### src/rtl/seq_shift_subtract_divider_if.sv
// Start/done handshake bundle between a controller (master) and the
// sequential divider (slave).
interface seq_shift_subtract_divider_if #(
    parameter int DW = 8,
    parameter int VW = 4
);
    logic          start;
    logic [DW-1:0] dividend;
    logic [VW-1:0] divisor;
    logic          busy;
    logic          done;
    logic [DW-1:0] quotient;
    logic [VW-1:0] remainder;
    logic          div_by_zero;

    modport master (
        output start, dividend, divisor,
        input  busy, done, quotient, remainder, div_by_zero
    );

    modport slave (
        input  start, dividend, divisor,
        output busy, done, quotient, remainder, div_by_zero
    );
endinterface

### src/rtl/seq_shift_subtract_divider.sv
// Restoring shift-subtract divider, one quotient bit per clock.
// Optional macro DIV_BY_2_FAST_EN: divisor==2 resolves in one cycle.
module seq_shift_subtract_divider #(
    parameter int DW = 8,
    parameter int VW = 4
) (
    input  logic                             clk,
    input  logic                             rst_n,
    seq_shift_subtract_divider_if.slave      bus
);
    localparam int CW = $clog2(DW);

    typedef enum logic [1:0] {IDLE, RUN, DONE} state_t;

    state_t        state_q, state_d;
    logic [VW-1:0] p_q, p_d;
    logic [DW-1:0] q_q, q_d;
    logic [VW-1:0] div_q, div_d;
    logic [CW-1:0] cnt_q, cnt_d;
    logic [DW-1:0] quot_q, quot_d;
    logic [VW-1:0] rem_q, rem_d;
    logic          dbz_q, dbz_d;

    logic [VW:0]   p_shift;
    logic          fits;

    // The partial remainder stays below the divisor, so VW bits suffice between
    // iterations; only the shifted value needs the extra bit for the compare.
    assign p_shift = {p_q, q_q[DW-1]};
    assign fits    = (p_shift >= {1'b0, div_q});

    always_comb begin
        state_d = state_q;
        p_d     = p_q;
        q_d     = q_q;
        div_d   = div_q;
        cnt_d   = cnt_q;
        quot_d  = quot_q;
        rem_d   = rem_q;
        dbz_d   = dbz_q;

        case (state_q)
            IDLE, DONE: begin
                state_d = IDLE;
                if (bus.start) begin
                    div_d = bus.divisor;
                    dbz_d = 1'b0;
                    if (bus.divisor == '0) begin
                        quot_d  = '1;
                        rem_d   = '0;
                        dbz_d   = 1'b1;
                        state_d = DONE;
                    end
`ifdef DIV_BY_2_FAST_EN
                    else if ((VW >= 2) && (bus.divisor == VW'(2))) begin
                        quot_d  = bus.dividend >> 1;
                        rem_d   = VW'(bus.dividend[0]);
                        state_d = DONE;
                    end
`endif
                    else begin
                        p_d     = '0;
                        q_d     = bus.dividend;
                        cnt_d   = '0;
                        state_d = RUN;
                    end
                end
            end
            RUN: begin
                p_d   = fits ? (p_shift[VW-1:0] - div_q) : p_shift[VW-1:0];
                q_d   = {q_q[DW-2:0], fits};
                cnt_d = cnt_q + 1'b1;
                if (cnt_q == CW'(DW - 1)) begin
                    quot_d  = q_d;
                    rem_d   = p_d;
                    state_d = DONE;
                end
            end
            default: state_d = IDLE;
        endcase
    end

    always_ff @(posedge clk or negedge rst_n) begin
        if (!rst_n) begin
            state_q <= IDLE;
            p_q     <= '0;
            q_q     <= '0;
            div_q   <= '0;
            cnt_q   <= '0;
            quot_q  <= '0;
            rem_q   <= '0;
            dbz_q   <= 1'b0;
        end else begin
            state_q <= state_d;
            p_q     <= p_d;
            q_q     <= q_d;
            div_q   <= div_d;
            cnt_q   <= cnt_d;
            quot_q  <= quot_d;
            rem_q   <= rem_d;
            dbz_q   <= dbz_d;
        end
    end

    assign bus.busy        = (state_q == RUN);
    assign bus.done        = (state_q == DONE);
    assign bus.quotient    = quot_q;
    assign bus.remainder   = rem_q;
    assign bus.div_by_zero = dbz_q;
endmodule
### src/flat_wrapper.sv
// flat-port wrapper written by rule: the top's interface ports become plain ports
module seq_shift_subtract_divider_flat 
#(
    parameter int DW = 8,
    parameter int VW = 4
)
  (clk, rst_n, bus_start, bus_dividend, bus_divisor, bus_busy, bus_done, bus_quotient, bus_remainder, bus_div_by_zero);
  seq_shift_subtract_divider_if #(.DW(DW), .VW(VW)) bus_i ();
  input  logic clk;
  input  logic rst_n;
  input wire logic [$bits(bus_i.start)-1:0] bus_start;
  input wire logic [$bits(bus_i.dividend)-1:0] bus_dividend;
  input wire logic [$bits(bus_i.divisor)-1:0] bus_divisor;
  output wire logic [$bits(bus_i.busy)-1:0] bus_busy;
  output wire logic [$bits(bus_i.done)-1:0] bus_done;
  output wire logic [$bits(bus_i.quotient)-1:0] bus_quotient;
  output wire logic [$bits(bus_i.remainder)-1:0] bus_remainder;
  output wire logic [$bits(bus_i.div_by_zero)-1:0] bus_div_by_zero;
  assign bus_i.start = bus_start;
  assign bus_i.dividend = bus_dividend;
  assign bus_i.divisor = bus_divisor;
  assign bus_busy = bus_i.busy;
  assign bus_done = bus_i.done;
  assign bus_quotient = bus_i.quotient;
  assign bus_remainder = bus_i.remainder;
  assign bus_div_by_zero = bus_i.div_by_zero;
  seq_shift_subtract_divider #(.DW(DW), .VW(VW)) u_core (.clk(clk), .rst_n(rst_n), .bus(bus_i));
endmodule
### config.mk
export PLATFORM = sky130hd
export DESIGN_NAME = seq_shift_subtract_divider_flat
export DESIGN_NICKNAME = d
export VERILOG_FILES = /design/src/rtl/seq_shift_subtract_divider_if.sv /design/src/rtl/seq_shift_subtract_divider.sv /design/src/flat_wrapper.sv
export SDC_FILE = /design/constraint.sdc
export NUM_CORES = 1
export LEC_CHECK = 0
export ABC_CLOCK_PERIOD_IN_PS = 2240
export BUFFER_PORTS_ARGS = -buffer_cell sky130_fd_sc_hd__clkbuf_2
export CAP_MARGIN = 25
export CELL_PAD_IN_SITES_DETAIL_PLACEMENT = 1
export CELL_PAD_IN_SITES_GLOBAL_PLACEMENT = 2
export CORE_ASPECT_RATIO = 0.5
export CORE_MARGIN = 2
export CORE_UTILIZATION = 34
export CTS_BUF_LIST = sky130_fd_sc_hd__clkbuf_8 sky130_fd_sc_hd__clkbuf_16
export CTS_CLUSTER_DIAMETER = 150
export DETAILED_ROUTE_END_ITERATION = 10
export PLACE_DENSITY = 0.79
export SKIP_CTS_REPAIR_TIMING = 1
export SLEW_MARGIN = 0
export SYNTH_ARGS = -nofsm -noshare
export SYNTH_HDL_FRONTEND = slang
export SYNTH_SLANG_ARGS = --single-unit
### constraint.sdc
create_clock -name clk -period 2.24 [get_ports clk]
set_input_delay 0.112 -clock clk [delete_from_list [all_inputs] [get_ports clk]]
set_output_delay 0.112 -clock clk [all_outputs]
set_load 0.005 [all_outputs]
==> results of run 1 <==
[power by group]
group	internal, W	total, W	switching (W)
Clock	0.000243	0.000463	0.000219
Sequential	0.000908	0.00108	0.000172
Combinational	0.000645	0.00144	0.000792
Total	0.00180	0.00298	0.00118
[routing by layer]
layer / up-vias / global-route usage, % / part of all wire, %
met4: 0 / 5.41 / 1.3
met3: 5 / 4.40 / 2.3
li1: 601 / - / -
met5: - / 0 / 0
met1: 599 / 21.6 / 51
met2: 12 / 25.2 / 46
[worst reg2reg max path: cells and delay by family, from the launching register on]
kind	cells	cell delay, ps
DFF	1	410
muxes	1	400
adders and majority gates	1	360
AOI/OAI and AO/OA	4	770
[kinds of logic (layout without fill, tap and decap cells)]
| family | count (synthesis) | count (layout) | synth area share, % |
|---|---|---|---|
| AOI/OAI and AO/OA | 29 | 29 | 11.5 |
| xor gates and xnor gates | 1 | 1 | 0.547 |
| adders and majority gates | 7 | 7 | 5.94 |
| buffers and inverters | 17 | 49 | 4.92 |
| DFF | 34 | 34 | 53.2 |
| muxes | 8 | 8 | 5.79 |
| and+or+nand+nor | 63 | 63 | 18.1 |
[sequential cells by signal (all words and copies together), names as in the netlist]
register                count
u_core.bus.div_by_zero      1
u_core.bus.quotient         8
u_core.bus.remainder        4
u_core.cnt_q                3
u_core.div_q                4
u_core.p_q                  4
u_core.q_q                  8
u_core.state_q              2
[worst max-delay path by stage]
stage                                    to  slack (ps)  depth (start not counted)
floorplan           u_core.bus.remainder[3]         460                          6
global placement    u_core.bus.remainder[0]         340                          6
detailed placement            u_core.p_q[0]         250                          6
CTS                           u_core.p_q[0]         200                          6
global route                  u_core.p_q[0]          90                          7
finish                        u_core.p_q[0]         230                          6
[cell type report]
| type | count | area share [%] |
|---|---|---|
| clock inverter | 2 | 0.464 |
| inverter | 9 | 1.79 |
| timing repair buffer | 32 | 9.01 |
| multi-input combinational | 108 | 35.5 |
| sequential | 34 | 45.1 |
| tap | 57 | 3.78 |
| clock buffer | 6 | 4.37 |
[synthesized netlist by cell type, types with 2 or more instances]
| cell type | instances | area, um2 |
|---|---|---|
| dfrtp_1 | 34 | 851 |
| nor2_1 | 27 | 101 |
| nand2_1 | 16 | 60.1 |
| a21oi_1 | 8 | 40.0 |
| inv_1 | 8 | 30.0 |
| ha_1 | 6 | 75.1 |
| mux2_2 | 6 | 67.6 |
| nand3_1 | 4 | 20.0 |
| nor3_1 | 4 | 20.0 |
| o21ai_0 | 4 | 20.0 |
| a31oi_1 | 3 | 18.8 |
| buf_2 | 3 | 15.0 |
| buf_4 | 3 | 22.5 |
| o21ai_1 | 3 | 15.0 |
| o22ai_1 | 3 | 18.8 |
| nand2b_1 | 2 | 12.5 |
| nand3b_1 | 2 | 15.0 |
| nor2b_1 | 2 | 12.5 |
[stage by stage]
stage / std cells / setup slack, ps / utilization (%) / total power (W)
CTS: 247 / 204 / 42.0 / 0.00303
floorplan: 159 / 456 / - / 0.00213
detailed placement: 239 / 253 / 40.0 / 0.00254
global route: 248 / 85.6 / 42.3 / 0.00328
finish: 248 / 226 / 42.3 / 0.00298
global placement: 239 / 342 / 40.0 / 0.00248
==> results_dict.tcl, run 1 <==
set metrics [dict create \
    dr.first_iter.drc_count 60 \
    tns_ps 0 \
    cp_top_family "compound AO/OA/AOI/OAI gates" \
    ys_warn_count 0 \
    hold_end "u_core.q_q[5]" \
    grt_max_degree 35 \
    ys_seq_elements 34 \
    ys.flop_type "dfrtp_1" \
    rsz0062_at_grt "no" \
    status "complete, no violations" \
    syn_inst 159 \
    rows 17 \
    io_buffers 29 \
    ant_nets 0 \
    register_area_um2 851 \
    hpwl_um 2620 \
    synth_edf_count 0 \
    gp_congestion 0.790 \
    hold_viol 0 \
    die_w_um 101 \
    crit_path_start "u_core.p_q[1]" \
    first_pass_iters 4 \
    die_area_um2 5300 \
    fin_skew_ps 6.21 \
    gr-usage-all-layers_pct 16.0 \
    clk_pin_slew_worst_paths_ps 70 \
    whs_path_depth 3 \
    final_cell_mix "dfrtp_1 (34), clkbuf_2 (29), nor2_1 (27)" \
    worst_setup_path_start_kind "register" \
    path_buf_inv 0 \
    p_per_area_nw_per_um2 1580 \
    fillCellCount 534 \
    worstHoldStart "bus_dividend[5]" \
    cts_sinks 34 \
    final_common_cell "dfrtp_1" \
    grt_antenna_before_repair 0 \
    setup_viol 0 \
    die_h_um 52.5 \
    cts_buffer_depth 2 \
    synth_fp_nets 181 \
    r2r_start "u_core.p_q[1]" \
    peakVddDrop_uv 476 \
    n_antenna_cell 0 \
    fin_crit_ps 2010 \
    root_buffer "clkbuf_8" \
    multi_input_area_um2 671 \
    worst_hold_slack_ps 79.4 \
    reg2reg_to "u_core.p_q[0]" \
    core_um2 4470 \
    htreeDepth 2 \
    viasPerCell 4.91 \
    placed_cell_area_um2 1790 \
    cp-end-kind "register" \
    drcViolationCount 0 \
    crit_chain "ha_1, a21oi_2, o21ai_2, a21boi_2, mux2_2, o21ai_1" \
    drive_above_1_share_pct 26.7 \
    synth_area_per_cell_um2 10.1 \
    leakage_nw 0.892 \
    vias 1217 \
    cts_tree "yes" \
    stdcell_area_um2 1890 \
    synth_area_um2 1600 \
    path_class "reg -> reg" \
    cts_made_buffers 5 \
    insertion_delay_ps 280 \
    async_reset_ff_share_pct 100 \
    cp.required_ps 2440 \
    grt_pass1_wl_um 6310 \
    syn_to_final_growth_pct 18.0 \
    r2r_cells 6 \
    cap_violations 0 \
    avgRoutedWirePerCell_um 14.7 \
    timing.fmax_ghz 0.497 \
    grt_pass1_vias 1287 \
    start_util_pct 35.8 \
    hp-class "in -> reg" \
    slew_viol_final 0 \
    gr-total-overflow 0 \
    critPathMaxFanout 5 \
    nets 212 \
    ios 30 \
    fin_crit_sh_pct 89.9 \
    slowest_delay_ps 410 \
    maxSlewHeadroom_pct 42.0 \
    cp.arrival_ps 2210 \
    cpMaxStageDelayCell "dfrtp_1" \
    rrSetupSlack_ps 230 \
    synth_cell_types 39 \
    seq_area_frac_synth_pct 53.2 \
    tightest_slew_ps 870 \
    wl_um 3650 \
]
(Power assumes the default switching activity.)
==> run 2, diff against run 1 <==
CORE_ASPECT_RATIO = 0.75   (was 0.5)
CORE_UTILIZATION = 35   (was 34)
CTS_BUF_LIST = sky130_fd_sc_hd__clkbuf_8   (was sky130_fd_sc_hd__clkbuf_8 sky130_fd_sc_hd__clkbuf_16)
PLACE_DENSITY = 0.81   (was 0.79)
SETUP_SLACK_MARGIN = 0.3   (was unset)
==> run 2 against run 1 <==
Effect of this change: sequential power is essentially flat; flip-flop and latch count is the same; cell area grew 2.9%; global-route usage grew 0.51 points; clock power is essentially flat; utilization grew 1.5 points; first-iteration DRC count shrank 78%; maximum frequency grew 8.2%; power grew 6.1%; critical path depth grew 1; highest routed layer unchanged.
==> results_dict.tcl, run 2 (synthesis results as in run 1) <==
set metrics [dict create \
    slowest_delay_ps 390 \
    core_um2 4440 \
    avgRoutedWirePerCell_um 15.5 \
    fillCellCount 528 \
    grt_pass1_vias 1352 \
    rrSetupSlack_ps 380 \
    cp.required_ps 2410 \
    viasPerCell 5.06 \
    stdcell_area_um2 1940 \
    maxSlewHeadroom_pct 42.1 \
    n_antenna_cell 0 \
    grt_max_degree 35 \
    peakVddDrop_uv 502 \
    clk_pin_slew_worst_paths_ps 70 \
    die_h_um 62.6 \
    grt_antenna_before_repair 0 \
    timing.fmax_ghz 0.537 \
    cap_violations 0 \
    cpMaxStageDelayCell "dfrtp_1" \
    critPathMaxFanout 3 \
    whs_path_depth 3 \
    worst_setup_path_start_kind "register" \
    p_sw_w 0.00128 \
    cts_sinks 34 \
    wl_um 3890 \
    r2r_cells 7 \
    hpwl_um 2750 \
    die_w_um 82.1 \
    register_area_um2 851 \
    reg2reg_to "u_core.bus.remainder[3]" \
    internal_power_w 0.00188 \
    final_cell_mix "dfrtp_1 (34), clkbuf_2 (29), nor2_1 (27)" \
    cts_made_buffers 5 \
    setup_viol 0 \
    rows 21 \
    r2r_start "u_core.div_q[1]" \
    cp_top_family "compound AO/OA/AOI/OAI gates" \
    rsz0062_at_grt "no" \
    fin_crit_sh_pct 83.1 \
    p_per_area_nw_per_um2 1630 \
    fin_crit_ps 1860 \
    drcViolationCount 0 \
    hold_viol 0 \
    htreeDepth 2 \
    cp-end-kind "register" \
    combPwrFrac_pct 51.0 \
    switching_share_pct 40.4 \
    hp-class "in -> reg" \
    insertion_delay_ps 280 \
    fin_skew_ps 6.80 \
    hold_end "u_core.q_q[4]" \
    crit_path_start "u_core.div_q[1]" \
    cts_buffer_depth 2 \
    die_area_um2 5130 \
    start_util_pct 36.0 \
    clkPwrFrac_pct 14.6 \
    tightest_slew_ps 868 \
    nets 214 \
    placed_cell_area_um2 1790 \
    cts_tree "yes" \
    pwr-share-seq_pct 34.5 \
    worstHoldStart "bus_dividend[4]" \
    cp.arrival_ps 2030 \
    drive_above_1_share_pct 30.1 \
    worst_hold_slack_ps 80.0 \
    tns_ps 0 \
    slew_viol_final 0 \
    path_buf_inv 1 \
    ios 30 \
    crit_chain "inv_1, ha_1, nand3b_1, a211o_1, o211ai_1, o31a_1, mux2_4" \
    ant_nets 0 \
    fin_util_pct 43.8 \
    status "complete, no violations" \
    first_pass_iters 4 \
    root_buffer "clkbuf_8" \
    syn_to_final_growth_pct 21.4 \
    gp_congestion 0.769 \
    final_common_cell "dfrtp_1" \
    dr.first_iter.drc_count 13 \
    multi_input_area_um2 711 \
    io_buffers 29 \
    vias 1264 \
    gr-total-overflow 0 \
    leakage_nw 0.909 \
    grt_pass1_wl_um 6520 \
    gr-usage-all-layers_pct 16.6 \
    path_class "reg -> reg" \
]
==> run 2: cell count changes in the layout (fill, tap and decap cells not counted), sizes merged <==
cell	before	now
buf	2	4
==> run 2: layout make-up <==
| class | instances | share of cell area [%] |
|---|---|---|
| sequential | 34 | 43.8 |
| multi-input combinational | 108 | 36.6 |
| tap | 57 | 3.67 |
| timing repair buffer | 34 | 9.53 |
| clock buffer | 6 | 4.25 |
| clock inverter | 2 | 0.451 |
| inverter | 9 | 1.74 |
==> run 2: per-layer routing <==
metal | track usage [%] | share of wire [%] | routed length, um
met2 | 27.2 | 52 | 2020
met5 | 0 | 0 | 0
met3 | 3.47 | 2.7 | 105
met1 | 22.3 | 45 | 1750
met4 | 3.75 | 0.31 | 12
==> run 2: per-stage QoR <==
step / std cells / total power (W) / setup slack [ps]
6_report: 250 / 0.00316 / 379
5_1_grt: 250 / 0.00344 / 293
4_1_cts: 248 / 0.00304 / 221
3_5_place_dp: 240 / 0.00255 / 243
3_3_place_gp: 240 / 0.00246 / 341
2_1_floorplan: 159 / 0.00213 / 456
==> run 2: worst register-to-register path: stages (launching register included) <==
cell	delay [ps]
dfrtp_1	390
inv_1	60
ha_1	330
nand3b_1	160
a211o_1	150
o211ai_1	90
o31a_1	310
mux2_4	260
==> run 2: worst max path at each step <==
stage	to	cells after the start	slack, ps
floorplan	u_core.bus.remainder[3]	6	460
global placement	u_core.bus.remainder[1]	6	340
detailed placement	u_core.bus.remainder[1]	7	240
CTS	u_core.bus.remainder[0]	7	220
global route	u_core.bus.remainder[3]	7	290
finish	u_core.bus.remainder[3]	7	380
==> run 2: power groups by stage <==
stage               registers (W)  logic, W  clock network (W)
floorplan                 0.00106   0.00107                  0
global placement          0.00108   0.00138                  0
detailed placement        0.00110   0.00145                  0
CTS                       0.00109   0.00147           0.000478
global route              0.00112   0.00181           0.000502
finish                    0.00109   0.00161           0.000461
==> run 3, diff against run 2 <==
ABC_CLOCK_PERIOD_IN_PS = 1550   (was 2240)
CORE_UTILIZATION = 32   (was 35)
PLACE_DENSITY = 0.78   (was 0.81)
clock period = 1.55 ns   (was 2.24 ns; I/O delays follow)
==> run 3 against run 2 <==
Effect of this change: the run now ends with setup timing left; first-iteration DRC count rose to 2.8 times the previous value; global-route usage fell by 0.63 points; combinational power rose by 120%; worst setup slack got worse by 710 ps; clock power rose by 54%; sequential power rose by 46%; critical endpoint unchanged; highest routed layer unchanged; count of clock-buffer cells in the layout did not move; cell area rose by 21%; largest power group unchanged; maximum frequency fell by 1.1%.
==> results_dict.tcl, run 3 (synthesis results as in run 1) <==
set metrics [dict create \
    status "finished, violations left" \
    violations "setup timing" \
    cp.arrival_ps 2060 \
    n_antenna_cell 0 \
    busiest_layer "met2" \
    dr.first_iter.drc_count 37 \
    die_w_um 85.7 \
    use_met2_pct 24.8 \
    critPathMaxFanout 4 \
    insertion_delay_ps 290 \
    cap_violations 0 \
    drive_above_1_share_pct 49.5 \
    cpMaxStageDelayCell "dfrtp_1" \
    start_util_pct 33.0 \
    fin_crit_sh_pct 121 \
    ios 30 \
    grt_use_met3_pct 4.02 \
    preCtsSetupSlack_ps -281 \
    gp_congestion 0.799 \
    root_buffer "clkbuf_8" \
    cts_made_buffers 5 \
    fin_skew_ps 13.3 \
    grt_max_degree 35 \
    io_buffers 29 \
    timing.fmax_ghz 0.531 \
    cp-end-kind "register" \
    worst_setup_path_start_kind "register" \
    core_um2 4840 \
    nets 237 \
    gr-total-overflow 0 \
    drcViolationCount 0 \
    clkPwrFrac_pct 12.2 \
    cts_sinks 34 \
    grt_pass1_wl_um 6920 \
    peakVddDrop_uv 1040 \
    cts_tree "yes" \
    combPwrFrac_pct 60.4 \
    slew_viol_final 0 \
    hold_viol 0 \
    leakage_nw 1.07 \
    rsz0062_at_grt "yes" \
    final_common_cell "dfrtp_1" \
    htreeDepth 2 \
    internal_power_w 0.00348 \
    p_sw_w 0.00233 \
    tns_ps -2360 \
    maxSlewHeadroom_pct 66.1 \
    slowest_delay_ps 390 \
    hpwl_um 3020 \
    worst_hold_slack_ps 34.8 \
    gr-usage-all-layers_pct 15.9 \
    finalWorstSetupSlack_ps -332 \
    grt_use_met1_pct 22.4 \
    power_w 0.00582 \
    die_area_um2 5590 \
    p_per_area_nw_per_um2 2480 \
    wl_um 4670 \
    avgRoutedWirePerCell_um 16.9 \
    rows 22 \
    hp-class "in -> reg" \
    fin_crit_ps 1880 \
    crit_chain "inv_2, ha_4, a21oi_4, a211o_1, o211ai_1, o31a_1, mux2_4" \
    vias 1369 \
    ant_nets 0 \
    cp.required_ps 1730 \
    switching_share_pct 40.1 \
    die_h_um 65.2 \
    grt_antenna_before_repair 0 \
    viasPerCell 4.96 \
    syn_to_final_growth_pct 46.6 \
    clk_pin_slew_worst_paths_ps 80 \
    setup_viol 12 \
    tightest_slew_ps 504 \
    grt_pass1_vias 1374 \
    path_class "reg -> reg" \
    cts_buffer_depth 2 \
    first_pass_iters 4 \
    final_cell_mix "dfrtp_1 (34), clkbuf_2 (28), buf_4 (18)" \
    pwr-share-seq_pct 27.4 \
]
[run 3: cell type report]
cell class	count	area, um2
Clock buffer	6	82.6
Clock inverter	2	12.5
Fill cell	546	2500
Inverter	9	36.3
Multi-Input combinational cell	108	856
Sequential cell	34	851
Tap cell	60	75.1
Timing Repair Buffer	57	433
[run 3: worst paths after layout]
kind                                   startpoint  slack, ps  depth (start not counted)                      end
hold / removal                    bus_dividend[3]         30                          3            u_core.q_q[3]
min in group asynchronous                   rst_n        360                          3            u_core.q_q[2]
hold reg to reg            u_core.bus.div_by_zero        490                          2   u_core.bus.div_by_zero
max in group asynchronous                   rst_n        850                          3            u_core.q_q[4]
setup reg to reg                  u_core.div_q[2]       -330                          7  u_core.bus.remainder[3]
setup / recovery                  u_core.div_q[2]       -330                          7  u_core.bus.remainder[3]
[run 3: layer usage]
metal | routed length, um | part of all wire, % | vias to the layer above
met1 | 2160 | 46 | 683
met5 | 0 | 0 | -
met3 | 182 | 3.9 | 8
li1 | - | - | 654
met2 | 2260 | 48 | 24
met4 | 63 | 1.4 | 0
[run 3: through the flow]
stage                     util, %  area, um2  instances
after floorplan                 -       1660        159
after global placement       40.2       1950        258
after detailed placement     40.2       1950        258
after CTS                    42.1       2040        266
after global routing         48.4       2350        276
final                        48.4       2350        276
[run 3: power groups by stage]
stage / logic (W) / clock network, W / registers, W
3_5_place_dp: 0.00251 / 0 / 0.00157
2_1_floorplan: 0.00167 / 0 / 0.00154
4_1_cts: 0.00252 / 0.000729 / 0.00155
3_3_place_gp: 0.00241 / 0 / 0.00154
5_1_grt: 0.00386 / 0.000766 / 0.00165
6_report: 0.00352 / 0.000709 / 0.00159
[run 3: critical path, delay by kind of cell, from the launching register on]
family / cells / cell delay [ps]
compound gates: 4 / 800
flops: 1 / 390
fa+ha+maj: 1 / 260
mux: 1 / 260
buf+inv: 1 / 60
